<file path="src/rtl/data_path_pkg.sv">
// Shared constants for the data_path slice: widths, ALU ops, immediate
// formats, write-back selects, jump codes and the immediate extender.
package data_path_pkg;

  localparam int XLEN     = 32;
  localparam int PC_W     = 16;
  localparam int NUM_REGS = 32;
  localparam int REG_AW   = 5;

  localparam logic [2:0] ALU_ADD   = 3'b000;
  localparam logic [2:0] ALU_SUB   = 3'b001;
  localparam logic [2:0] ALU_AND   = 3'b010;
  localparam logic [2:0] ALU_OR    = 3'b011;
  localparam logic [2:0] ALU_XOR   = 3'b100;
  localparam logic [2:0] ALU_SLT   = 3'b101;
  localparam logic [2:0] ALU_SLTU  = 3'b110;
  localparam logic [2:0] ALU_PASSB = 3'b111;

  localparam logic [1:0] IMM_I = 2'b00;
  localparam logic [1:0] IMM_S = 2'b01;
  localparam logic [1:0] IMM_B = 2'b10;
  localparam logic [1:0] IMM_J = 2'b11;

  localparam logic [1:0] RES_ALU = 2'b00;
  localparam logic [1:0] RES_MEM = 2'b01;
  localparam logic [1:0] RES_TGT = 2'b10;
  localparam logic [1:0] RES_PC4 = 2'b11;

  localparam logic [1:0] JMP_NONE = 2'b00;
  localparam logic [1:0] JMP_JALR = 2'b01;
  localparam logic [1:0] JMP_JAL  = 2'b10;
  localparam logic [1:0] JMP_RSVD = 2'b11;  // decoded like JMP_NONE

  // Sign-extend the immediate of the selected format from instr[31].
  function automatic logic [XLEN-1:0] extendImm(input logic [XLEN-1:0] ins,
                                                 input logic [1:0]      fmt);
    logic [XLEN-1:0] imm;
    imm = '0;
    case (fmt)
      IMM_I: imm = {{20{ins[31]}}, ins[31:20]};
      IMM_S: imm = {{20{ins[31]}}, ins[31:25], ins[11:7]};
      IMM_B: imm = {{20{ins[31]}}, ins[7], ins[30:25], ins[11:8], 1'b0};
      IMM_J: imm = {{12{ins[31]}}, ins[19:12], ins[20], ins[30:21], 1'b0};
    endcase
    return imm;
  endfunction

endpackage

</file>
<file path="src/rtl/data_path_if.sv">
// Control/data bus between the controller/memory side (master) and the
// data path (slave).
interface data_path_if;
  import data_path_pkg::*;

  logic [XLEN-1:0] instr;
  logic [XLEN-1:0] readData;
  logic            branch;
  logic [1:0]      jump;
  logic [1:0]      resultSrc;
  logic [1:0]      inmSrc;
  logic            regWrite;
  logic            aluSrc;
  logic [2:0]      aluControl;
  logic [XLEN-1:0] aluRes;
  logic            zero;
  logic [6:0]      op;
  logic [2:0]      f3;
  logic            f7;
  logic [XLEN-1:0] writeData;
  logic [PC_W-1:0] pc;

  modport master (
    output instr, readData, branch, jump, resultSrc, inmSrc, regWrite,
           aluSrc, aluControl,
    input  aluRes, zero, op, f3, f7, writeData, pc
  );

  modport slave (
    input  instr, readData, branch, jump, resultSrc, inmSrc, regWrite,
           aluSrc, aluControl,
    output aluRes, zero, op, f3, f7, writeData, pc
  );

endinterface

</file>
<file path="src/rtl/rv_regfile.sv">
// 32x32 register file: two combinational read ports, one write port,
// x0 hard-wired to zero, synchronous clear on rst.
module rv_regfile
  import data_path_pkg::*;
(
  input  logic              clk,
  input  logic              rst,
  input  logic              we,
  input  logic [REG_AW-1:0] ra1,
  input  logic [REG_AW-1:0] ra2,
  input  logic [REG_AW-1:0] wa,
  input  logic [XLEN-1:0]   wd,
  output logic [XLEN-1:0]   rd1,
  output logic [XLEN-1:0]   rd2
);

  logic [XLEN-1:0] regs [NUM_REGS];

  // Clear on reset (wins over a write), else write when enabled and rd!=x0.
  always_ff @(posedge clk) begin
    if (rst) begin
      for (int i = 0; i < NUM_REGS; i++) regs[i] <= '0;
    end else if (we && wa != '0) begin
      regs[wa] <= wd;
    end
  end

  assign rd1 = (ra1 == '0) ? '0 : regs[ra1];
  assign rd2 = (ra2 == '0) ? '0 : regs[ra2];

endmodule

</file>
<file path="src/rtl/data_path.sv">
// Single-cycle RV-style data path: register file, immediate extender, ALU,
// next-pc and write-back muxes, 16-bit pc.
// Optional feature: define DATA_PATH_JALR_EN to let jump=01 take the jalr
// target; otherwise jump=01 falls through to the branch/sequential path.
module data_path
  import data_path_pkg::*;
(
  input  logic       clk,
  input  logic       rst,
  data_path_if.slave dp
);

  logic [REG_AW-1:0] rs1, rs2, rd;
  logic [XLEN-1:0]   rs1Data, rs2Data, imm, aluB, aluRes, result;
  logic [PC_W-1:0]   pc, pcPlus4, pcTarget, seqPc, jalrPc, pcNext;
  logic              zero;

  assign rs1 = dp.instr[19:15];
  assign rs2 = dp.instr[24:20];
  assign rd  = dp.instr[11:7];

  rv_regfile uRegfile (
    .clk (clk),
    .rst (rst),
    .we  (dp.regWrite),
    .ra1 (rs1),
    .ra2 (rs2),
    .wa  (rd),
    .wd  (result),
    .rd1 (rs1Data),
    .rd2 (rs2Data)
  );

  assign imm  = extendImm(dp.instr, dp.inmSrc);
  assign aluB = dp.aluSrc ? imm : rs2Data;

  // ALU; all arithmetic wraps modulo 2^32.
  always_comb begin
    aluRes = '0;
    case (dp.aluControl)
      ALU_ADD:   aluRes = rs1Data + aluB;
      ALU_SUB:   aluRes = rs1Data - aluB;
      ALU_AND:   aluRes = rs1Data & aluB;
      ALU_OR:    aluRes = rs1Data | aluB;
      ALU_XOR:   aluRes = rs1Data ^ aluB;
      ALU_SLT:   aluRes = {{(XLEN-1){1'b0}}, $signed(rs1Data) < $signed(aluB)};
      ALU_SLTU:  aluRes = {{(XLEN-1){1'b0}}, rs1Data < aluB};
      ALU_PASSB: aluRes = aluB;
    endcase
  end

  assign zero     = (aluRes == '0);
  assign pcPlus4  = pc + PC_W'(4);
  assign pcTarget = pc + imm[PC_W-1:0];
  assign seqPc    = (dp.branch && zero) ? pcTarget : pcPlus4;

`ifdef DATA_PATH_JALR_EN
  assign jalrPc = {aluRes[PC_W-1:1], 1'b0};
`else
  // jalr disabled: jump=01 is treated exactly like no jump.
  assign jalrPc = seqPc;
`endif

  // Next pc: jal, then jalr, then taken branch, else pc+4.
  always_comb begin
    pcNext = seqPc;
    case (dp.jump)
      JMP_JAL:            pcNext = pcTarget;
      JMP_JALR:           pcNext = jalrPc;
      JMP_NONE, JMP_RSVD: pcNext = seqPc;
    endcase
  end

  // Write-back select; uses the pre-edge pc so jal links old pc+4.
  always_comb begin
    result = aluRes;
    case (dp.resultSrc)
      RES_ALU: result = aluRes;
      RES_MEM: result = dp.readData;
      RES_TGT: result = XLEN'(pcTarget);
      RES_PC4: result = XLEN'(pcPlus4);
    endcase
  end

  // Program counter; reset wins over any update.
  always_ff @(posedge clk) begin
    if (rst) pc <= '0;
    else     pc <= pcNext;
  end

  assign dp.aluRes    = aluRes;
  assign dp.zero      = zero;
  assign dp.op        = dp.instr[6:0];
  assign dp.f3        = dp.instr[14:12];
  assign dp.f7        = dp.instr[30];
  assign dp.writeData = rs2Data;
  assign dp.pc        = pc;

endmodule

</file>
<file path="src/flat_wrapper.sv">
// flat-port wrapper written by rule: the top's interface ports become plain ports
module data_path_flat import data_path_pkg::*;
  (clk, rst, dp_instr, dp_readData, dp_branch, dp_jump, dp_resultSrc, dp_inmSrc, dp_regWrite, dp_aluSrc, dp_aluControl, dp_aluRes, dp_zero, dp_op, dp_f3, dp_f7, dp_writeData, dp_pc);
  data_path_if dp_i ();
  input  logic clk;
  input  logic rst;
  input wire logic [$bits(dp_i.instr)-1:0] dp_instr;
  input wire logic [$bits(dp_i.readData)-1:0] dp_readData;
  input wire logic [$bits(dp_i.branch)-1:0] dp_branch;
  input wire logic [$bits(dp_i.jump)-1:0] dp_jump;
  input wire logic [$bits(dp_i.resultSrc)-1:0] dp_resultSrc;
  input wire logic [$bits(dp_i.inmSrc)-1:0] dp_inmSrc;
  input wire logic [$bits(dp_i.regWrite)-1:0] dp_regWrite;
  input wire logic [$bits(dp_i.aluSrc)-1:0] dp_aluSrc;
  input wire logic [$bits(dp_i.aluControl)-1:0] dp_aluControl;
  output wire logic [$bits(dp_i.aluRes)-1:0] dp_aluRes;
  output wire logic [$bits(dp_i.zero)-1:0] dp_zero;
  output wire logic [$bits(dp_i.op)-1:0] dp_op;
  output wire logic [$bits(dp_i.f3)-1:0] dp_f3;
  output wire logic [$bits(dp_i.f7)-1:0] dp_f7;
  output wire logic [$bits(dp_i.writeData)-1:0] dp_writeData;
  output wire logic [$bits(dp_i.pc)-1:0] dp_pc;
  assign dp_i.instr = dp_instr;
  assign dp_i.readData = dp_readData;
  assign dp_i.branch = dp_branch;
  assign dp_i.jump = dp_jump;
  assign dp_i.resultSrc = dp_resultSrc;
  assign dp_i.inmSrc = dp_inmSrc;
  assign dp_i.regWrite = dp_regWrite;
  assign dp_i.aluSrc = dp_aluSrc;
  assign dp_i.aluControl = dp_aluControl;
  assign dp_aluRes = dp_i.aluRes;
  assign dp_zero = dp_i.zero;
  assign dp_op = dp_i.op;
  assign dp_f3 = dp_i.f3;
  assign dp_f7 = dp_i.f7;
  assign dp_writeData = dp_i.writeData;
  assign dp_pc = dp_i.pc;
  data_path u_core (.clk(clk), .rst(rst), .dp(dp_i));
endmodule
</file>
<file path="config.mk">
export PLATFORM = sky130hd
export DESIGN_NAME = data_path_flat
export DESIGN_NICKNAME = d
export VERILOG_FILES = /design/src/rtl/data_path_pkg.sv /design/src/rtl/data_path_if.sv /design/src/rtl/rv_regfile.sv /design/src/rtl/data_path.sv /design/src/flat_wrapper.sv
export SDC_FILE = /design/constraint.sdc
export NUM_CORES = 2
export LEC_CHECK = 0
export BUFFER_PORTS_ARGS = -buffer_cell sky130_fd_sc_hd__buf_2
export CAP_MARGIN = 10
export CORE_UTILIZATION = 25
export CTS_CLUSTER_DIAMETER = 150
export DETAILED_ROUTE_END_ITERATION = 10
export GPL_ROUTABILITY_DRIVEN = 0
export PLACE_DENSITY = 0.46
export SYNTH_ARGS = -nofsm -noshare
export SYNTH_HDL_FRONTEND = slang
export SYNTH_SLANG_ARGS = --single-unit
</file>
<file path="constraint.sdc">
create_clock -name clk -period 23.2 [get_ports clk]
set_input_delay 4.64 -clock clk [delete_from_list [all_inputs] [get_ports clk]]
set_output_delay 4.64 -clock clk [all_outputs]
set_load 0.05 [all_outputs]
</file>
# Yosys cells after proc, flatten, opt, wreduce, memory -nomap -nowiden
# Memories as Yosys holds them, arrays and structs flattened.
# Cells that the tools add are included.
op_classes:
  n_addsub: 4
  n_lt_le_gt_ge: 2
  n_eq_ne: 16
  muxes: 16
  bitwise: 3
  n_reduce_logical: 12
op_table:
  columns: ["op", "count"]
  rows:
  - ["32-bit one-hot mux with 4 select lines", 2]
  - ["32-bit one-hot mux with 8 select lines", 1]
  - ["32-bit 2-to-1 mux", 4]
  - ["32-bit < comparator", 2]
  - ["32-bit adder", 1]
  - ["32-bit AND", 1]
  - ["32-bit zero test", 1]
  - ["32-bit OR", 1]
  - ["16-bit one-hot mux with 2 select lines", 1]
  - ["32-bit OR reduction", 1]
  - ["32-bit subtractor", 1]
  - ["32-bit bitwise XOR", 1]
  - ["16-bit adder", 1]
  - ["16-bit by 3-bit adder with 16-bit output, second input constant", 1]
  - ["16-bit 2-to-1 mux", 1]
  - ["2-bit == test, second input constant", 6]
  - ["3-bit == test, second input constant", 4]
  - ["5-bit zero test", 2]
  - ["2-bit by 1-bit == test with 1-bit output, second input constant", 3]
  - ["3-bit by 2-bit == test with 1-bit output, second input constant", 2]
  - ["2-bit zero test", 3]
  - ["1-bit 2-to-1 mux", 6]
  - ["5-bit 2-to-1 mux", 1]
  - ["5-bit nonzero test", 1]
  - ["4 further kinds", 5]
totals:
  regBits: 16
  ramBits: 1024
  inputBits: 78
  out_inout_bits: 92
  word_cells: 55
  memories: 1
memory_table:
  columns: ["memory", "depth", "width", "read_ports", "rd_clocked_by_memory_dff", "write_ports", "line", "rtl"]
  rows:
  - ["u_core.uRegfile.regs", 32, 32, 2, 0, 32, "rv_regfile.sv:17", "logic [XLEN-1:0] regs [NUM_REGS];"]

# Logic depth before layout (Yosys ltp)
logic_depth:
  word_depth: 9
  ltp_mapped: 29
  mapped_depth_nobuf: 22

# Cells and area by module
# A second synthesis with hierarchy kept.
hier_totals:
  hier_cells: 4766
  hier_area_um2: 63036.7
by_module_without_submodules:
  columns: ["mod", "n_inst", "cells_per_inst", "area_each_um2", "seq_area_each_um2"]
  rows:
  - ["rv_regfile", 1, 3502, 54253.3, 30749.5]
  - ["data_path", 1, 1264, 8783.4, 320.3]

# Worst setup path before layout
# Ideal clock, no wire load.
synth_timing:
  path_type: "input port to output port"
  startpoint: "input port dp_instr[21]"
  endpoint: "output port dp_zero"
  arrival_ns: 11.352
  t_required_ns: 18.560
  slack_ns: 7.208
  cell_stages: 26
  n_path_buf: 8
  path_cell_list: "buf_4 > buf_12 > buf_6 > buf_2 > buf_2 > buf_2 > clkbuf_1 > mux4_2 > mux4_2 > mux2i_1 > nor2_1 > a21boi_0 > ha_1 > clkbuf_1 > inv_1 > a21oi_1 > nor2_1 > a211oi_1 > o21bai_1 > a21o_1 > or4_1 > o22ai_1 > mux2i_1 > a2111o_1 > nor4_2 > and2_1"
synth_via:
  elab_chain_cells: 6
  elab_cells_between_ends: 14
  classes_between: "add/sub: 2; order compare: 2; mux: 4; bitwise: 3; reduce/logical: 2; memory: 1"
synth_rtl:
  columns: ["item", "line", "rtl"]
  rows:
  - ["from (decl)", "flat_wrapper.sv:7", "input wire logic [$bits(dp_i.instr)-1:0] dp_instr;"]
  - ["memory 32 x 32 bit / 5-bit zero test (equally long branches)", null, null]
  - ["32-bit 2-to-1 mux *", "rv_regfile.sv:29", "assign rd2 = (ra2 == '0) ? '0 : regs[ra2];"]
  - ["via dp_writeData[22]", "flat_wrapper.sv:21", "output wire logic [$bits(dp_i.writeData)-1:0] dp_writeData;"]
  - ["32-bit 2-to-1 mux *", "data_path.sv:35", "assign aluB = dp.aluSrc ? imm : rs2Data;"]
  - ["32-bit subtractor / 32-bit adder (equally long branches)", "data_path.sv:42, data_path.sv:41", null]
  - ["32-bit one-hot mux with 8 select lines *", "data_path.sv:40", "case (dp.aluControl)"]
  - ["via dp_aluRes[29]", "flat_wrapper.sv:16", "output wire logic [$bits(dp_i.aluRes)-1:0] dp_aluRes;"]
  - ["32-bit zero test *", "data_path.sv:52", "assign zero = (aluRes == '0);"]
  - ["to (decl)", "flat_wrapper.sv:17", "output wire logic [$bits(dp_i.zero)-1:0] dp_zero;"]
# Mark *: on every way through the listed nets, which the timed path passes. The rest lies on a longest branch. The select of a mux whose other input is x is not followed.

# Final worst setup path
layout_timing:
  startpoint: "input port dp_instr[21]"
  endpoint: "output port dp_zero"
layout_via:
  elab_chain_cells: 6
  elab_cells_between_ends: 14
  classes_between: "add/sub: 2; order compare: 2; mux: 4; bitwise: 3; reduce/logical: 2; memory: 1"
layout_rtl:
  columns: ["item", "line", "rtl"]
  rows:
  - ["memory 32 x 32 bit / 5-bit zero test (equally long branches)", null, null]
  - ["32-bit 2-to-1 mux", "rv_regfile.sv:29", null]
  - ["32-bit 2-to-1 mux *", "data_path.sv:35", null]
  - ["32-bit subtractor (tied with other cells)", "data_path.sv:42", "ALU_SUB: aluRes = rs1Data - aluB;"]
  - ["32-bit one-hot mux with 8 select lines *", "data_path.sv:40", null]
  - ["32-bit zero test *", "data_path.sv:52", null]
# Mark *: on every way between the ends. The rest lies on a longest branch, timed or not. The select of a mux whose other input is x is not followed.

==> qor.txt <==
Status: finished clean
DP HPWL: 157200 um
Post-synthesis cell count: 4863
WS Path Type: in -> out
Quantity of gates resized following cts: 0
Clock sink total: 1040
Period utilization: 75.35%
CTS buffer count: 113
I/O Buffers: 155
Minimum clock period: 17.48 ns
Hold_buf cts: 0
Hold_ws: 0.5615 ns
RSZ-0062 raised after global routing: false
Post-synthesis sequential area ratio: 50.24%
FF+latch count, synth: 1040
Initial antenna violation count: 11
Die height: 499.3 um
Pwr dens: 74.12 nW/um^2
Critical path data required time: 18.56 ns
Syn. warnings: 0
Synth cell types: 101
Final max-slew violation count: 0
Routed via count: 44850
Overflow after GRT: 0
Final #Nets: 5037
Fmax: 57.21 MHz
Main synth FF type: edfxtp_1
Cell Rows: 182
Routed length per instance: 30.67 um
Bufs on Longest Clock Path: 3
Peak VDD IR: 0.05887 mV
First-pass GRT wire length: 348200 um
Core ar.: 245900 sq um
Worst Max-Slew Pin Slew: 1.249 ns
Layout area overhead: 12.63%
Asr flop ratio synth: 0%
Synthesized cell area: 61840 sq um
Multi-input gate area: 28530 sq um
Vias in the first global route: 44340
Crit end category: output port
WP data arrival: 12.84 ns
Number of synthesized flops with an enable pin: 1024
Syn Area/Cell: 12.72 sq um
Slew HR: 15.87%
Num ports: 170
Die outline width: 499.3 um
FF/Latch Area: 31070 sq um
Largest net degree at the start of global routing: 106
Pleak: 24.35 nW
Register clock-pin slew on the reported worst setup and hold paths: 0.06 ns
DIE AREA: 249300 sq um
Total Routing Usage GR: 19.65%
Critical Path Source Type: input port
Clock skew: 0.04213 ns
Hold Vio Cnt, Final: 0
Final setup viols: 0
TritonCTS clock tree: built
Max cap viols: 0
Layout cells sized above 1: 24.56%
H-tree depth: 3
Initial DRC count: 5589
Worst Hold Class: reg -> reg
Detail Route Antenna Nets: 0
Post-Layout Cell Count: 8170
Starting Density: 25.14%
Post-Route WL: 250600 um
Clock Latency Late Sink: 0.78 ns
Post-CTS Setup Bufs: 0
Drt pass-1 iters: 5
DRC: 0
Fill count: 25080
Via-per-instance ratio: 5.489
Setup_tns: 0 ns
Placed Cells: 7946
Root Buffer: clkbuf_16
Crit path max fanout: 105
-- cell families after synthesis --
group | count (synthesis) | share of synthesized area (%)
buf+inv | 615 | 4.182
mux | 730 | 24.20
other cells | 1 | 0.006064
fa+ha+maj | 118 | 2.424
simple gates | 1721 | 11.71
xor+xnor | 36 | 0.5099
flops | 1040 | 50.24
compound gates | 602 | 6.720
-- Yosys cell counts, types with 10 or more instances --
| master | number | share of area, % |
|---|---|---|
| o22ai_1 | 26 | 0.26 |
| nor2_1 | 1116 | 6.8 |
| xnor2_1 | 25 | 0.35 |
| clkbuf_1 | 337 | 2.0 |
| dfxtp_1 | 16 | 0.52 |
| mux4_2 | 607 | 22 |
| nand3_1 | 53 | 0.43 |
| a21o_1 | 22 | 0.27 |
| nor2b_1 | 29 | 0.29 |
| o21ai_0 | 77 | 0.62 |
| nand2_1 | 286 | 1.7 |
| o221ai_1 | 15 | 0.21 |
| a22oi_1 | 37 | 0.45 |
| mux2i_1 | 92 | 1.5 |
| buf_2 | 26 | 0.21 |
| o21a_1 | 20 | 0.24 |
| edfxtp_1 | 1024 | 50 |
| a211oi_1 | 14 | 0.17 |
| ha_1 | 115 | 2.3 |
| and2_1 | 13 | 0.13 |
| inv_1 | 141 | 0.86 |
| or3_1 | 12 | 0.12 |
| or2_2 | 20 | 0.20 |
| nor4_1 | 19 | 0.19 |
| a31oi_1 | 21 | 0.21 |
| buf_1 | 62 | 0.38 |
| a221oi_1 | 10 | 0.14 |
| nand2b_1 | 56 | 0.57 |
| xor2_1 | 11 | 0.16 |
| o211ai_1 | 27 | 0.33 |
| nor3_1 | 38 | 0.31 |
| a21boi_0 | 10 | 0.12 |
| o21bai_1 | 27 | 0.33 |
| buf_6 | 17 | 0.31 |
| and3_1 | 24 | 0.24 |
| a21oi_1 | 158 | 1.3 |
| mux2_2 | 23 | 0.42 |
| buf_4 | 24 | 0.29 |
| o31ai_1 | 20 | 0.24 |
| nand4_1 | 22 | 0.22 |
-- worst paths after layout --
| check | cells past startpoint | startpoint | slack [ns] | endpoint |
|---|---|---|---|---|
| setup / recovery | 21 | dp_instr[21] | 5.72 | dp_zero |
| hold / removal | 2 | u_core.dp.pc[0]$_SDFFE_PP0P_ | 0.56 | u_core.dp.pc[0]$_SDFFE_PP0P_ |
| setup reg to reg | 18 | u_core.uRegfile.regs[19][9]$_SDFFCE_PN0P_ | 15.78 | u_core.dp.pc[5]$_SDFF_PP0_ |
| hold reg to reg | 2 | u_core.dp.pc[0]$_SDFFE_PP0P_ | 0.56 | u_core.dp.pc[0]$_SDFFE_PP0P_ |
-- layer usage --
layer,GRT usage [%],routed length [um],share of wire [%]
met1,25.94,101500,41
met2,32.30,119300,48
met3,3.434,21590,8.6
met4,6.903,8195,3.3
met5,0,0,0
-- critical path, cell delays in order --
cell and delay (ns):
buf_8 0.58, buf_12 0.63, buf_4 0.79, mux4_2 0.42, mux2i_1 0.16, o21ai_0 0.10, nor3_1 0.62, or2_2 0.24
o21a_1 0.15, ha_1 0.41, nor3_1 0.45, nand2_1 0.12, o21ai_0 0.57, nor2_2 0.18, o21ai_1 0.57, a2111oi_0 0.23
nor4_1 0.72, nand2b_1 0.17, nor4_2 0.37, and2_1 0.18, buf_2 0.26
-- metrics by stage --
step	total power [mW]	setup slack [ns]	instance area [sq um]	utilization (%)
final	5.162	5.720	69650	28.32
after CTS	5.164	5.888	69610	28.30
after global routing	5.315	5.457	69640	28.32
after detailed placement	3.425	5.902	66150	26.90
after global placement	3.421	5.953	66150	26.90
after floorplan	2.999	7.208	61950	-
-- cell usage in the layout, fill, tap and decap left out, drive strengths merged, types with 28 or more instances in the layout --
master / count
nand2: 286
a22oi: 38
mux4: 607
conb: 32
nand2b: 56
mux2i: 92
nor3: 38
ha: 115
nand3: 53
clkbuf: 148
a21oi: 158
mux2: 31
clkinv: 56
buf: 300
inv: 147
o21ai: 80
nor2: 1117
o211ai: 28
edfxtp: 1024
nor2b: 29
-- layout make-up --
| class | count | area share, % |
|---|---|---|
| diodes | 15 | 0.05389 |
| clock buffers | 148 | 4.249 |
| clock inverters | 61 | 0.7114 |
| inverters | 147 | 0.7923 |
| multi-input cells | 3239 | 40.96 |
| flip-flops and latches | 1040 | 44.61 |
| well taps | 3220 | 5.785 |
| repair buffers | 300 | 2.835 |
-- flip-flops by register name (all words and copies together), names as in the netlist --
| register | count |
|---|---|
| u_core.dp.pc | 16 |
| u_core.uRegfile.regs | 1024 |
-- where the power goes --
part / internal [mW] / leakage, nW / total (mW) / switching [mW]
sequential: 2.14 / 10.7 / 2.17 / 0.0394
clock: 0.953 / 1.68 / 1.75 / 0.798
combinational: 0.385 / 12.0 / 1.24 / 0.851
total: 3.47 / 24.4 / 5.16 / 1.69
(Power assumes the default switching activity.)
